File: src/rtl/cpc_ram_pkg.sv
// Shared constants and types for the CPC 512K RAM expansion controller:
// paging-register field layout, configuration codes and the OUT-tracking FSM state.
package cpc_ram_pkg;

   localparam logic [1:0] PAGE_TAG = 2'b11;

   localparam int TAG_MSB  = 7;
   localparam int TAG_LSB  = 6;
   localparam int BANK_LSB = 3;
   localparam int CFG_MSB  = 2;
   localparam int CFG_LSB  = 0;

   localparam logic [2:0] CFG_INT  = 3'd0;
   localparam logic [2:0] CFG_TOP  = 3'd1;
   localparam logic [2:0] CFG_FULL = 3'd2;
   localparam logic [2:0] CFG_TOP3 = 3'd3;
   localparam logic [2:0] CFG_WIN0 = 3'd4;
   localparam logic [2:0] CFG_WIN1 = 3'd5;
   localparam logic [2:0] CFG_WIN2 = 3'd6;
   localparam logic [2:0] CFG_WIN3 = 3'd7;

   typedef enum logic {
      IDLE     = 1'b0,
      WAIT_END = 1'b1
   } ctrl_state_e;

   function automatic logic is_page_write(input logic [7:0] data);
      return data[TAG_MSB:TAG_LSB] == PAGE_TAG;
   endfunction

endpackage

File: src/rtl/cpc_ram_map_decode.sv
// Combinational memory map: turns the paging state and live address/strobes
// into the SRAM address high bits, SRAM strobes and the internal-RAM override.
module cpc_ram_map_decode
   import cpc_ram_pkg::*;
#(
   parameter int BANK_BITS = 3
) (
   input  logic [BANK_LSB+BANK_BITS-1:0] page_i,
   input  logic [1:0]                    a_hi_i,
   input  logic                          mreq_b_i,
   input  logic                          wr_b_i,
   input  logic                          ramrd_b_i,
   output logic [2+BANK_BITS-1:0]        ram_adr_hi_o,
   output logic                          ramcs_b_o,
   output logic                          ramwe_b_o,
   output logic                          ramoe_b_o,
   output logic                          ramdis_o
);

   logic [2:0]           cfg_s;
   logic [BANK_BITS-1:0] bank_s;
   logic [1:0]           blk_s;
   logic                 sel_s;

   assign cfg_s  = page_i[CFG_MSB:CFG_LSB];
   assign bank_s = page_i[BANK_LSB+BANK_BITS-1:BANK_LSB];

   // Block selection per configuration; an unmapped access passes A15:14 through
   always_comb begin
      sel_s = 1'b0;
      blk_s = a_hi_i;
      case (cfg_s)
         CFG_INT: begin
            sel_s = 1'b0;
         end
         CFG_TOP, CFG_TOP3: begin
            if (a_hi_i == 2'b11) begin
               sel_s = 1'b1;
               blk_s = 2'b11;
            end else begin
               sel_s = 1'b0;
            end
         end
         CFG_FULL: begin
            sel_s = 1'b1;
         end
         CFG_WIN0, CFG_WIN1, CFG_WIN2, CFG_WIN3: begin
            if (a_hi_i == 2'b01) begin
               sel_s = 1'b1;
               blk_s = cfg_s[1:0];
            end else begin
               sel_s = 1'b0;
            end
         end
         default: begin
            sel_s = 1'b0;
         end
      endcase
   end

   assign ram_adr_hi_o = {bank_s, blk_s};
   assign ramcs_b_o    = ~(sel_s & ~mreq_b_i);
   assign ramdis_o     = ~ramcs_b_o;
   assign ramwe_b_o    = wr_b_i | mreq_b_i | ramcs_b_o;
   assign ramoe_b_o    = ramrd_b_i | ramcs_b_o;

endmodule

File: src/rtl/cpc_512k_ram_ctrl.sv
// CPC 512K RAM expansion responder: synchronises the I/O strobes, commits one
// paging-register write per qualifying OUT, and drives the SRAM via the map decoder.
module cpc_512k_ram_ctrl
   import cpc_ram_pkg::*;
#(
   parameter int BANK_BITS   = 3,
   parameter int SYNC_STAGES = 1
) (
   input  logic                   CLK,
   input  logic                   RESET,
   input  logic [15:0]            A,
   input  logic [7:0]             D,
   input  logic                   MREQ_B,
   input  logic                   IOREQ_B,
   input  logic                   WR_B,
   input  logic                   RAMRD_B,
   output logic [2+BANK_BITS-1:0] ram_adr_hi,
   output logic                   ramcs_b,
   output logic                   ramwe_b,
   output logic                   ramoe_b,
   output logic                   RAMDIS,
   output logic [7:0]             paging_q
);

   localparam int              SW        = 11;
   localparam logic [SW-1:0]   SYNC_IDLE = 11'b110_0000_0000;

   logic [SW-1:0] sync_d [SYNC_STAGES];
   logic [SW-1:0] sync_q [SYNC_STAGES];
   logic [SW-1:0] smp_s;
   logic          qual_s;
   ctrl_state_e   state_d, state_q;
   logic [7:0]    paging_d;
   logic          unused_a_s;

   assign unused_a_s = ^A[13:0];

   // Sample chain for {IOREQ_B, WR_B, A15, D}
   always_comb begin
      sync_d[0] = {IOREQ_B, WR_B, A[15], D};
      for (int i = 1; i < SYNC_STAGES; i++) begin
         sync_d[i] = sync_q[i-1];
      end
   end

   // Synchroniser registers; reset to an idle bus so no stale OUT is seen
   always_ff @(posedge CLK) begin
      if (RESET) begin
         for (int i = 0; i < SYNC_STAGES; i++) begin
            sync_q[i] <= SYNC_IDLE;
         end
      end else begin
         for (int i = 0; i < SYNC_STAGES; i++) begin
            sync_q[i] <= sync_d[i];
         end
      end
   end

   assign smp_s  = sync_q[SYNC_STAGES-1];
   assign qual_s = ~smp_s[10] & ~smp_s[9] & ~smp_s[8] & is_page_write(smp_s[7:0]);

   // One commit per I/O cycle: WAIT_END holds off until IOREQ_B is released
   always_comb begin
      state_d  = state_q;
      paging_d = paging_q;
      case (state_q)
         IDLE: begin
            if (qual_s) begin
               paging_d = smp_s[7:0];
               state_d  = WAIT_END;
            end else begin
               state_d  = IDLE;
            end
         end
         WAIT_END: begin
            if (smp_s[10]) begin
               state_d = IDLE;
            end else begin
               state_d = WAIT_END;
            end
         end
         default: begin
            state_d = IDLE;
         end
      endcase
   end

   // FSM state and paging register
   always_ff @(posedge CLK) begin
      if (RESET) begin
         state_q  <= IDLE;
         paging_q <= 8'h00;
      end else begin
         state_q  <= state_d;
         paging_q <= paging_d;
      end
   end

   cpc_ram_map_decode #(
      .BANK_BITS (BANK_BITS)
   ) u_map (
      .page_i       (paging_q[BANK_LSB+BANK_BITS-1:0]),
      .a_hi_i       (A[15:14]),
      .mreq_b_i     (MREQ_B),
      .wr_b_i       (WR_B),
      .ramrd_b_i    (RAMRD_B),
      .ram_adr_hi_o (ram_adr_hi),
      .ramcs_b_o    (ramcs_b),
      .ramwe_b_o    (ramwe_b),
      .ramoe_b_o    (ramoe_b),
      .ramdis_o     (RAMDIS)
   );

endmodule

File: config.mk
export PLATFORM = sky130hd
export DESIGN_NAME = cpc_512k_ram_ctrl
export DESIGN_NICKNAME = d
export VERILOG_FILES = /design/src/rtl/cpc_ram_pkg.sv /design/src/rtl/cpc_ram_map_decode.sv /design/src/rtl/cpc_512k_ram_ctrl.sv
export SDC_FILE = /design/constraint.sdc
export NUM_CORES = 1
export LEC_CHECK = 0
export ABC_CLOCK_PERIOD_IN_PS = 1250
export CAP_MARGIN = 20
export CELL_PAD_IN_SITES_DETAIL_PLACEMENT = 0
export CELL_PAD_IN_SITES_GLOBAL_PLACEMENT = 1
export CORE_ASPECT_RATIO = 0.75
export CORE_MARGIN = 2
export CORE_UTILIZATION = 25
export CTS_BUF_LIST = sky130_fd_sc_hd__clkbuf_8 sky130_fd_sc_hd__clkbuf_16
export CTS_CLUSTER_SIZE = 10
export DETAILED_ROUTE_END_ITERATION = 8
export PLACE_DENSITY_LB_ADDON = 0.1
export SYNTH_ARGS = -nofsm -noshare
export SYNTH_HDL_FRONTEND = slang
export SYNTH_SLANG_ARGS = --single-unit
File: constraint.sdc
create_clock -name CLK -period 1.25 [get_ports CLK]
set_input_delay 0.25 -clock CLK [delete_from_list [all_inputs] [get_ports CLK]]
set_output_delay 0.25 -clock CLK [all_outputs]
set_load 0.01 [all_outputs]
==> results of run 1 <==
[state kept, by name (all words and copies together) (netlist names)]
| name | count |
|---|---|
| paging_q | 8 |
| sync_q | 11 |
| state_q | 1 |
[cell families (layout without fill, tap and decap cells)]
kind of cell,after synthesis,count (layout)
AOI/OAI and AO/OA,6,6
buffers and inverters,9,54
DFF,20,20
muxes,6,6
and+or+nand+nor,35,35
[per-layer routing]
| layer | routed length [um] | part of all wire [%] | vias to the layer above | GRT usage [%] |
|---|---|---|---|---|
| met3 | 106 | 6.3 | 2 | 3.90 |
| met4 | 17 | 1.0 | 0 | 3.00 |
| met2 | 820 | 49 | 19 | 18.3 |
| met1 | 744 | 44 | 290 | 11.7 |
| met5 | 0 | 0 | - | 0 |
| li1 | - | - | 332 | - |
[Yosys cell counts]
cell,n
a21oi_1,4
nand2b_1,15
nor4_2,1
nand3b_1,2
o31a_1,1
a31o_2,1
nor2b_1,9
nand2_1,1
mux2i_1,6
dfxtp_1,20
buf_4,3
and2_1,1
buf_6,1
and3_1,1
or2_2,2
inv_1,3
clkbuf_1,2
nand3_1,3
[power breakdown]
group	switching, uW	internal, uW
clock network	193	280
registers	8.81	653
logic	40.3	89.1
total	242	1020
[cell type report]
class | count | area [um^2]
clock buffers | 4 | 55.1
repair buffers | 47 | 417
fillers | 279 | 1610
multi-input cells | 47 | 388
flip-flops and latches | 20 | 412
inverters | 3 | 11.3
well taps | 38 | 47.5
[metrics by stage]
| step | total power, uW | hold slack, ps | instances |
|---|---|---|---|
| floorplan | 716 | 354 | 76 |
| global placement | 794 | 435 | 151 |
| detailed placement | 796 | 443 | 151 |
| CTS | 1290 | 454 | 157 |
| global route | 1330 | 437 | 159 |
| finish | 1260 | 418 | 159 |
[worst register-to-register path: cells and delay by family (launching register included)]
| kind | cells | cell delay (ps) |
|---|---|---|
| simple gates | 2 | 590 |
| mux | 1 | 200 |
| flops | 1 | 330 |
[worst min path at each step]
stage                     slack [ps]                       end                     start  cells past startpoint
final                            420   sync_q[0][8]$_SDFF_PP0_                     A[15]                      3
after global routing             440   sync_q[0][8]$_SDFF_PP0_                     A[15]                      3
after CTS                        450  paging_q[0]$_SDFFE_PP0P_   sync_q[0][0]$_SDFF_PP0_                      2
after detailed placement         440  paging_q[6]$_SDFFE_PP0P_  paging_q[6]$_SDFFE_PP0P_                      2
after global placement           430  paging_q[6]$_SDFFE_PP0P_  paging_q[6]$_SDFFE_PP0P_                      2
after floorplan                  350  sync_q[0][10]$_SDFF_PP1_                   IOREQ_B                      1
[repair_timing]
item	in CTS	in global routing
resized for setup	48	27
setup endpoints to repair	19	15
hold buffers	0	0
pin swaps	4	4
setup buffers	2	3
==> load_flow_metrics.sql, run 1 <==
INSERT INTO impl_metrics (metric_group, metric, value, unit) VALUES
('run_status', 'run_status', 'complete, but fails checks', ''),
('run_status', 'violated_checks', 'negative setup slack', ''),
('synthesis', 'synth_warn', '0', ''),
('die', 'i_o_pins', '47', ''),
('layout', 'final_cell_mix', 'dfxtp_1 (15), nand2b_1 (13), clkdlybuf4s50_1 (12)', ''),
('die', 'die-area', '0.00355', 'mm^2'),
('placed_design', 'postPlaceCellArea', '0.00119', 'mm^2'),
('layout', 'num_antenna_cells', '0', ''),
('critical_path', 'regToRegSetupSlack', '50', 'ps'),
('critical_path', 'crit_slowest_cell', 'dfxtp_4', ''),
('sta', 'worst_pin_slew', '225', 'ps'),
('sta', 'worst_slack', '-154', 'ps'),
('critical_path', 'crit_cells', '4', ''),
('synthesis', 'synthesis.nets', '106', ''),
('route', 'initial_drc_count', '15', ''),
('critical_path', 'setup.worst_path.class', 'flop to output pin', ''),
('synthesis', 'synth.yosys.seq_area_share', '51.9', '%'),
('critical_path', 'r2r-start', 'sync_q[0][9]$_SDFF_PP1_', ''),
('clocking', 'root_buffer_master', 'clkbuf_8', ''),
('placed_design', 'place.detailed.hpwl', '1.15', 'mm'),
('critical_path', 'cp-startpoint', 'paging_q[2]$_SDFFE_PP0P_', ''),
('synthesis', 'post_synth_main_area_contributors', 'dfxtp_1 (52%), nand2b_1 (12%), mux2i_1 (7.8%), nor2b_1 (7.3%), buf_4 (2.9%)', ''),
('layout', 'final_nets', '152', ''),
('flow_run', 'cap_viol_max_count', '0', ''),
('critical_path', 'critical-path-top-cell-by-count', 'buf_6', ''),
('clocking', 'numClockSinks', '20', ''),
('clocking', 'number_of_buffers_added_by_the_clock_tree_synthesis_step', '3', ''),
('pwr', 'vdd.ir_drop.worst', '0.710', 'mV'),
('sta', 'finalSetupTns', '-650', 'ps'),
('global_route', 'grt_first_pass_wirelength', '2.68', 'mm'),
('die', 'num_rows', '17', ''),
('pwr', 'power-per-cell-area', '950', 'mW/mm^2'),
('route', 'detailed_routing_iteration_count_for_the_pre_antenna_repair_pass', '4', ''),
('clocking', 'clk_path_buf_depth', '2', ''),
('pwr', 'power_leakage', '0.000559', 'uW'),
('sta', 'worst_slew_margin_rel', '84.9', '%'),
('synthesis', 'post_synth_mux_area_share', '7.78', '%'),
('placed_design', 'placement.setup.worst_slack', '-774', 'ps'),
('synthesis', 'synthesized_area_fraction_occupied_by_ao_oa_aoi_and_oai_cells', '4.86', '%'),
('sta', 'finalWorstPathRequiredPeriod', '1400', 'ps'),
('critical_path', 'worst_r2r_path_depth', '3', ''),
('sta', 'setup-violations-final', '6', ''),
('critical_path', 'worst_setup_path_end_kind', 'output pin', ''),
('die', 'die_width', '68.2', 'um'),
('critical_path', 'critical_path.max_fanout', '3', ''),
('synthesis', 'synth_top_family_by_area', 'simple AND/OR/NAND/NOR gates', ''),
('layout', 'post_route_cells_drive_above_1_share', '38.0', '%'),
('die', 'die_height', '52.1', 'um'),
('clocking', 'ctsHtreeMaxLevel', '1', ''),
('clocking', 'clock_tree_from_tritoncts', 'built', ''),
('die', 'effective_utilization_at_floorplan', '26.3', '%'),
('route', 'route.vias.total', '643', ''),
('route', 'routed_wl', '1.69', 'mm'),
('route', 'drc', '0', ''),
('synthesis', 'synth_top_area_share', '51.9', '%'),
('critical_path', 'worstSetupStartpointType', 'flop', ''),
('placed_design', 'gp_routability_congestion', '0.640', ''),
('hold_path', 'min_path_type', 'input port to flop', ''),
('sta', 'final-max-slew-violation-count', '0', ''),
('critical_path', 'cp_num_buf_inv', '3', ''),
('layout', 'postLayoutCellArea', '0.00133', 'mm^2'),
('synthesis', 'xor_xnor_cell_area_share_of_the_yosys_netlist', '0', '%'),
('sta', 'final.period_utilization', '112', '%'),
('synthesis', 'syn_area_per_cell', '10.2', 'um^2'),
('layout', 'commonest_non_fill_non_tap_cell_in_the_layout', 'dfxtp_1', ''),
('critical_path', 'r2r_end', 'paging_q[1]$_SDFFE_PP0P_', ''),
('synthesis', 'yosys_register_bits', '20', ''),
('critical_path', 'worstPathCellList', 'buf_6 -> buf_6 -> a31o_4 -> buf_6', ''),
('critical_path', 'worst-endpoint-required', '1000', 'ps'),
('critical_path', 'cpLargestDelayFamily', 'flip-flops', ''),
('placed_design', 'input_output_buffers', '32', '');
Power figures use the tool's default switching activity.
==> run 2, diff against run 1 <==
--- a/config.mk
+++ b/config.mk
@@ -13,6 +13,7 @@
 export CORE_MARGIN = 2
 export CORE_UTILIZATION = 25
 export CTS_BUF_LIST = sky130_fd_sc_hd__clkbuf_8 sky130_fd_sc_hd__clkbuf_16
+export CTS_CLUSTER_DIAMETER = 60
 export CTS_CLUSTER_SIZE = 10
 export DETAILED_ROUTE_END_ITERATION = 8
 export PLACE_DENSITY_LB_ADDON = 0.1
==> results of run 2 <==
No change in the layout: final DEF, timing and power equal those of run 1.
